File: config.mk
export PLATFORM = sky130hd
export DESIGN_NAME = vote_argmax
export DESIGN_NICKNAME = d
export VERILOG_FILES = /design/src/rtl/cnn_pkg.sv /design/src/rtl/vote_cmp.sv /design/src/rtl/vote_argmax.sv
export SDC_FILE = /design/constraint.sdc
export NUM_CORES = 1
export LEC_CHECK = 0
export CAP_MARGIN = 5
export CELL_PAD_IN_SITES_DETAIL_PLACEMENT = 0
export CELL_PAD_IN_SITES_GLOBAL_PLACEMENT = 1
export CORE_MARGIN = 2
export CORE_UTILIZATION = 36
export DETAILED_ROUTE_END_ITERATION = 10
export HOLD_SLACK_MARGIN = 0.08
export PLACE_DENSITY = 0.86
export SETUP_SLACK_MARGIN = 0.2
export SLEW_MARGIN = 10
export SYNTH_ARGS = -nofsm -noshare
export SYNTH_HDL_FRONTEND = slang
export SYNTH_SLANG_ARGS = --single-unit
File: constraint.sdc
create_clock -name clock -period 5.1 [get_ports clock]
set_clock_uncertainty 0.15 [all_clocks]
set_input_delay 0.51 -clock clock [delete_from_list [all_inputs] [get_ports clock]]
set_output_delay 0.51 -clock clock [all_outputs]
set_load 0.05 [all_outputs]
File: src/rtl/cnn_pkg.sv
// Shared constants and types for the classifier decision stages.
// Holds the class/vote sizing, the vote vector type and the argmax FSM state encoding.
package cnn_pkg;

  localparam int NUM_CLASSES = 11;
  localparam int COUNT_W     = 8;
  localparam int IDX_W       = $clog2(NUM_CLASSES);

  typedef logic [COUNT_W-1:0] vote_t;
  typedef vote_t              vote_vec_t [NUM_CLASSES];
  typedef logic [IDX_W-1:0]   idx_t;

  typedef enum logic [1:0] {
    IDLE = 2'd0,
    SCAN = 2'd1,
    DONE = 2'd2
  } vote_state_t;

endpackage

File: src/rtl/vote_cmp.sv
// One argmax step: folds a candidate (index, count) into the running best.
// Runner-up tracking ports exist only when VOTE_MARGIN_EN is defined.
module vote_cmp
  import cnn_pkg::*;
(
  input  idx_t  best_idx,
  input  vote_t best_cnt,
`ifdef VOTE_MARGIN_EN
  input  vote_t runner_cnt,
`endif
  input  idx_t  cand_idx,
  input  vote_t cand_cnt,
  output idx_t  new_idx,
  output vote_t new_cnt
`ifdef VOTE_MARGIN_EN
  ,
  output vote_t new_runner
`endif
);

  logic take;

  always_comb begin
    // Strictly greater only: equal counts keep the earlier (lower) index.
    take    = (cand_cnt > best_cnt);
    new_idx = take ? cand_idx : best_idx;
    new_cnt = take ? cand_cnt : best_cnt;
`ifdef VOTE_MARGIN_EN
    if (take) begin
      new_runner = best_cnt;
    end else if (cand_cnt > runner_cnt) begin
      new_runner = cand_cnt;
    end else begin
      new_runner = runner_cnt;
    end
`endif
  end

endmodule

File: src/rtl/vote_argmax.sv
// Sequential argmax over the snapshotted class vote counts, one class per clock.
// Optional runner-up margin output is built when VOTE_MARGIN_EN is defined.
module vote_argmax
  import cnn_pkg::*;
(
  input  logic        clock,
  input  logic        reset,
  input  logic        go,
  input  vote_vec_t   pred_in,
  output logic        busy,
  output logic        done,
  output idx_t        class_idx,
  output vote_t       class_count,
  output logic        no_vote,
  output vote_t       margin,
  output vote_state_t state_dbg
);

  // Handshake: go is a request sampled only while IDLE (ignored otherwise, never queued);
  // busy is high for the whole scan and done pulses for one cycle when the result
  // outputs take their new values, which then hold until the next done or reset.

  vote_state_t state, state_nxt;
  vote_vec_t   snap;
  idx_t        scan_idx;
  idx_t        best_idx;
  vote_t       best_cnt;
  idx_t        step_idx;
  vote_t       step_cnt;
  logic        last_step;

`ifdef VOTE_MARGIN_EN
  vote_t runner_cnt;
  vote_t step_runner;
`endif

  assign last_step = (scan_idx == idx_t'(NUM_CLASSES - 1));
  assign busy      = (state == SCAN);
  assign done      = (state == DONE);
  assign state_dbg = state;

  vote_cmp u_cmp (
    .best_idx   (best_idx),
    .best_cnt   (best_cnt),
`ifdef VOTE_MARGIN_EN
    .runner_cnt (runner_cnt),
`endif
    .cand_idx   (scan_idx),
    .cand_cnt   (snap[scan_idx]),
    .new_idx    (step_idx),
    .new_cnt    (step_cnt)
`ifdef VOTE_MARGIN_EN
    ,
    .new_runner (step_runner)
`endif
  );

  always_comb begin
    state_nxt = state;
    case (state)
      IDLE:    if (go) state_nxt = SCAN;
      SCAN:    if (last_step) state_nxt = DONE;
      DONE:    state_nxt = IDLE;
      default: state_nxt = IDLE;
    endcase
  end

  always_ff @(posedge clock) begin
    if (reset) begin
      state       <= IDLE;
      scan_idx    <= '0;
      best_idx    <= '0;
      best_cnt    <= '0;
      class_idx   <= '0;
      class_count <= '0;
      no_vote     <= 1'b1;
`ifdef VOTE_MARGIN_EN
      runner_cnt  <= '0;
      margin      <= '0;
`endif
    end else begin
      state <= state_nxt;
      case (state)
        IDLE: begin
          if (go) begin
            // Class 0 seeds the best, so the scan starts at index 1.
            snap       <= pred_in;
            best_idx   <= '0;
            best_cnt   <= pred_in[0];
            scan_idx   <= idx_t'(1);
`ifdef VOTE_MARGIN_EN
            runner_cnt <= '0;
`endif
          end
        end
        SCAN: begin
          best_idx   <= step_idx;
          best_cnt   <= step_cnt;
          scan_idx   <= scan_idx + idx_t'(1);
`ifdef VOTE_MARGIN_EN
          runner_cnt <= step_runner;
`endif
          if (last_step) begin
            class_idx   <= step_idx;
            class_count <= step_cnt;
            no_vote     <= (step_cnt == '0);
`ifdef VOTE_MARGIN_EN
            margin      <= step_cnt - step_runner;
`endif
          end
        end
        default: ;
      endcase
    end
  end

`ifndef VOTE_MARGIN_EN
  assign margin = '0;
`endif

endmodule

==> impl_metrics.py <==
metrics = {
    "routing": {
        "drc": 0,
        "ant_nets": 0,
        "routed_via_density": 5.257,
        "dr.pass1.iters": 5,
        "post_drt_wl_per_cell_um": 17.96,
        "vias": 3606,
        "routed_wl_um": 12320,
        "drt_iter0_markers": 285,
    },
    "clock_tree": {
        "cts_inserted_buffers": 17,
        "clock_latency_ps": 420,
        "cts_sinks": 119,
        "h-tree-depth": 4,
        "cts_max_path_buffers": 2,
        "post-cts-setup-buffers": 0,
        "tritoncts": "built",
        "root_buffer": "clkbuf_16",
        "ctsHoldBuffers": 0,
        "postCtsResizedCells": 0,
        "clkTransAtPathRegs_ps": 50,
    },
    "critical_path": {
        "r2r-end": "class_count[0]",
        "critPathRequiredTime_ps": 5290,
        "r2r_cells": 12,
        "endpoint": "class_count[0]",
        "r2r_slack_ps": 1120,
        "worstSetupPathType": "reg -> reg",
        "timing.rr.start": "scan_idx[1]",
        "cp_max_fo": 31,
        "cp-startpoint": "scan_idx[1]",
        "arrival_ps": 4170,
        "cp-start-kind": "flop",
        "critPathCaptureType": "flop",
    },
    "sta": {
        "fin_crit_ps": 3981,
        "slew_headroom_pct": 45.61,
        "hold_viol": 0,
        "setup_viol": 0,
        "finalSetupTns_ps": 0,
        "rsz0062_at_grt": "no",
        "max_slew.worst_pin.slew_ps": 814.2,
        "maxSlewViolCount": 0,
        "setup_ws_ps": 1119,
        "fmax_ghz": 0.2512,
        "post-route-period-util_pct": 78.05,
    },
    "pwr": {
        "p_seq_share_pct": 42.5,
        "p_comb_share_pct": 15.1,
        "p_per_area_nw_per_um2": 380.9,
        "p_leak_nw": 2.345,
        "switching_share_pct": 24.99,
        "vdd_drop_max_v": 0.0002548,
        "power.share.clock_pct": 42.4,
        "p_sw_mw": 0.6577,
        "power.internal_mw": 1.974,
    },
    "global_route": {
        "grt_antenna_before_repair": 0,
        "grt_pass1_vias": 3668,
        "use_met1_pct": 21.85,
        "grt_max_degree": 48,
        "grt_util_met2_pct": 27.58,
        "grt_overflow": 0,
        "grt_first_pass_wirelength_um": 19460,
        "grtUsageTotal_pct": 17.53,
        "grt.busiest_layer": "met2",
        "grt_use_met3_pct": 4.982,
    },
    "placement": {
        "numPortBuffers": 107,
        "gp_congestion": 0.8471,
        "dp_worst_setup_slack_ps": 1176,
        "place_inst": 655,
        "dpl.hpwl_um": 8861,
    },
    "synth": {
        "synth_ff_type": "edfxtp_1",
        "synthTopCellsByCount": "edfxtp_1 (88), dfxtp_1 (31), nand2_1 (29)",
        "ys_warn_count": 0,
        "ys_top_cells_by_area": "edfxtp_1 (51%), dfxtp_1 (12%), mux2_2 (4.6%)",
        "synth_top_cell_by_area": "edfxtp_1",
        "ys_seq_area_share_pct": 63.42,
        "netlist_area_um2": 5145,
        "synth_cells": 384,
        "ys_ff_latch": 119,
        "synth_enable_flop_cells": 88,
        "syn_avg_cell_area_um2": 13.40,
        "async_reset_ff_share_pct": 0,
        "yosysMostFrequentCell": "edfxtp_1",
        "synth_top_area_share_pct": 51.36,
        "synth_cell_types": 49,
    },
    "floorplan": {
        "initial_core_util_pct": 36.92,
        "core_um2": 13930,
        "fp.dieArea_um2": 15260,
        "dieHeight_um": 123.5,
        "die_w_um": 123.5,
        "rows": 43,
        "io_pins": 116,
    },
    "final_layout": {
        "drive_above_1_share_pct": 12.25,
        "fin_nets": 595,
        "area_growth_pct": 34.29,
        "instances_no_fill": 686,
        "nFillCells": 1193,
        "postLayoutCoreUtil_pct": 49.58,
        "diodes": 0,
    },
    "min_path": {
        "holdCritPathClass": "reg -> reg",
    },
    "run_status": {
        "outcome": "finished clean",
    },
    "job": {
        "maxCapViolCount": 0,
    },
}
-- power groups by stage --
stage | clock [mW] | combinational (mW) | sequential (mW)
6_report | 1.12 | 0.398 | 1.12
5_1_grt | 1.18 | 0.434 | 1.12
4_1_cts | 1.13 | 0.395 | 1.12
3_5_place_dp | 0 | 0.393 | 1.14
3_3_place_gp | 0 | 0.382 | 1.13
2_1_floorplan | 0 | 0.237 | 1.14
-- metrics by stage --
stage / power (mW) / cell area [um2] / hold slack (ps)
2_1_floorplan: 1.382 / 5174 / 298.1
3_5_place_dp: 1.529 / 6349 / 312.4
4_1_cts: 2.646 / 6909 / 320.4
6_report: 2.632 / 6909 / 314.6
3_3_place_gp: 1.516 / 6349 / 300.6
5_1_grt: 2.735 / 6909 / 338.0
-- flip-flops by register name (all words and copies together), names as in the netlist --
signal / count
best_idx: 4
class_count: 8
no_vote: 1
class_idx: 4
scan_idx: 4
state_dbg: 2
snap: 88
best_cnt: 8
-- worst max-delay path: stages (launching register included) --
cell and delay (ps):
dfxtp_1 390, buf_4 390, mux2_1 370, a22oi_1 190, nor2_1 70, a221o_1 330
ha_1 310, o21ai_0 180, nor2_1 110, nand4bb_1 510, and3_1 380, or3_1 350
a21oi_1 150
-- metal layers --
layer | part of all wire [%] | wire, um | vias to the layer above
met2 | 49 | 6024 | 163
li1 | - | - | 1693
met3 | 6.5 | 805 | 26
met5 | 0 | 0 | -
met1 | 42 | 5120 | 1724
met4 | 3.0 | 371 | 0
-- worst min-delay path by stage --
stage	start	to	slack, ps	depth (start not counted)
global route	class_count[7]	class_count[7]	340	2
floorplan	best_idx[0]	best_idx[0]	300	2
finish	class_count[7]	class_count[7]	310	2
CTS	class_count[7]	class_count[7]	320	2
global placement	class_count[7]	class_count[7]	300	2
detailed placement	class_count[7]	class_count[7]	310	2
-- area by class of cell --
cell class / instances / area [um2] / area share, %
sequential: 119 / 3263 / 47.23
multi-input combinational: 233 / 1703 / 24.65
timing repair buffer: 114 / 1124 / 16.26
clock buffer: 17 / 425.4 / 6.157
tap: 180 / 225.2 / 3.260
clock inverter: 14 / 135.1 / 1.956
inverter: 9 / 33.78 / 0.4890
-- cell families after synthesis --
logic type	count (synthesis)	share of synthesized area, %
AO/OA/AOI/OAI	75	10.02
XOR/XNOR	1	0.1703
flip-flops	119	63.42
buffers and inverters	39	4.134
other	1	0.07289
AND/OR/NAND/NOR	108	10.48
adder cells (fa/ha/maj)	10	2.432
multiplexers	31	9.266
-- placed cells by master, fill, tap and decap left out, drive strengths merged, types with 3 or more instances in the layout --
cell and n:
clkdlybuf4s50 107, edfxtp 88, dfxtp 31, nand2 29
a21oi 28, nor2 23, mux2 22, clkbuf 17
or3 14, a22oi 13, nand3 11, nor3 11
ha 10, inv 10, mux4 9, conb 8
clkinv 8, buf 7, o221ai 5, o211ai 5
nor2b 4, nand4 4, a311oi 4, nand2b 3
a211oi 3, o21ai 3, clkinvlp 3
Note: power is estimated with default switching activity, not from simulation.
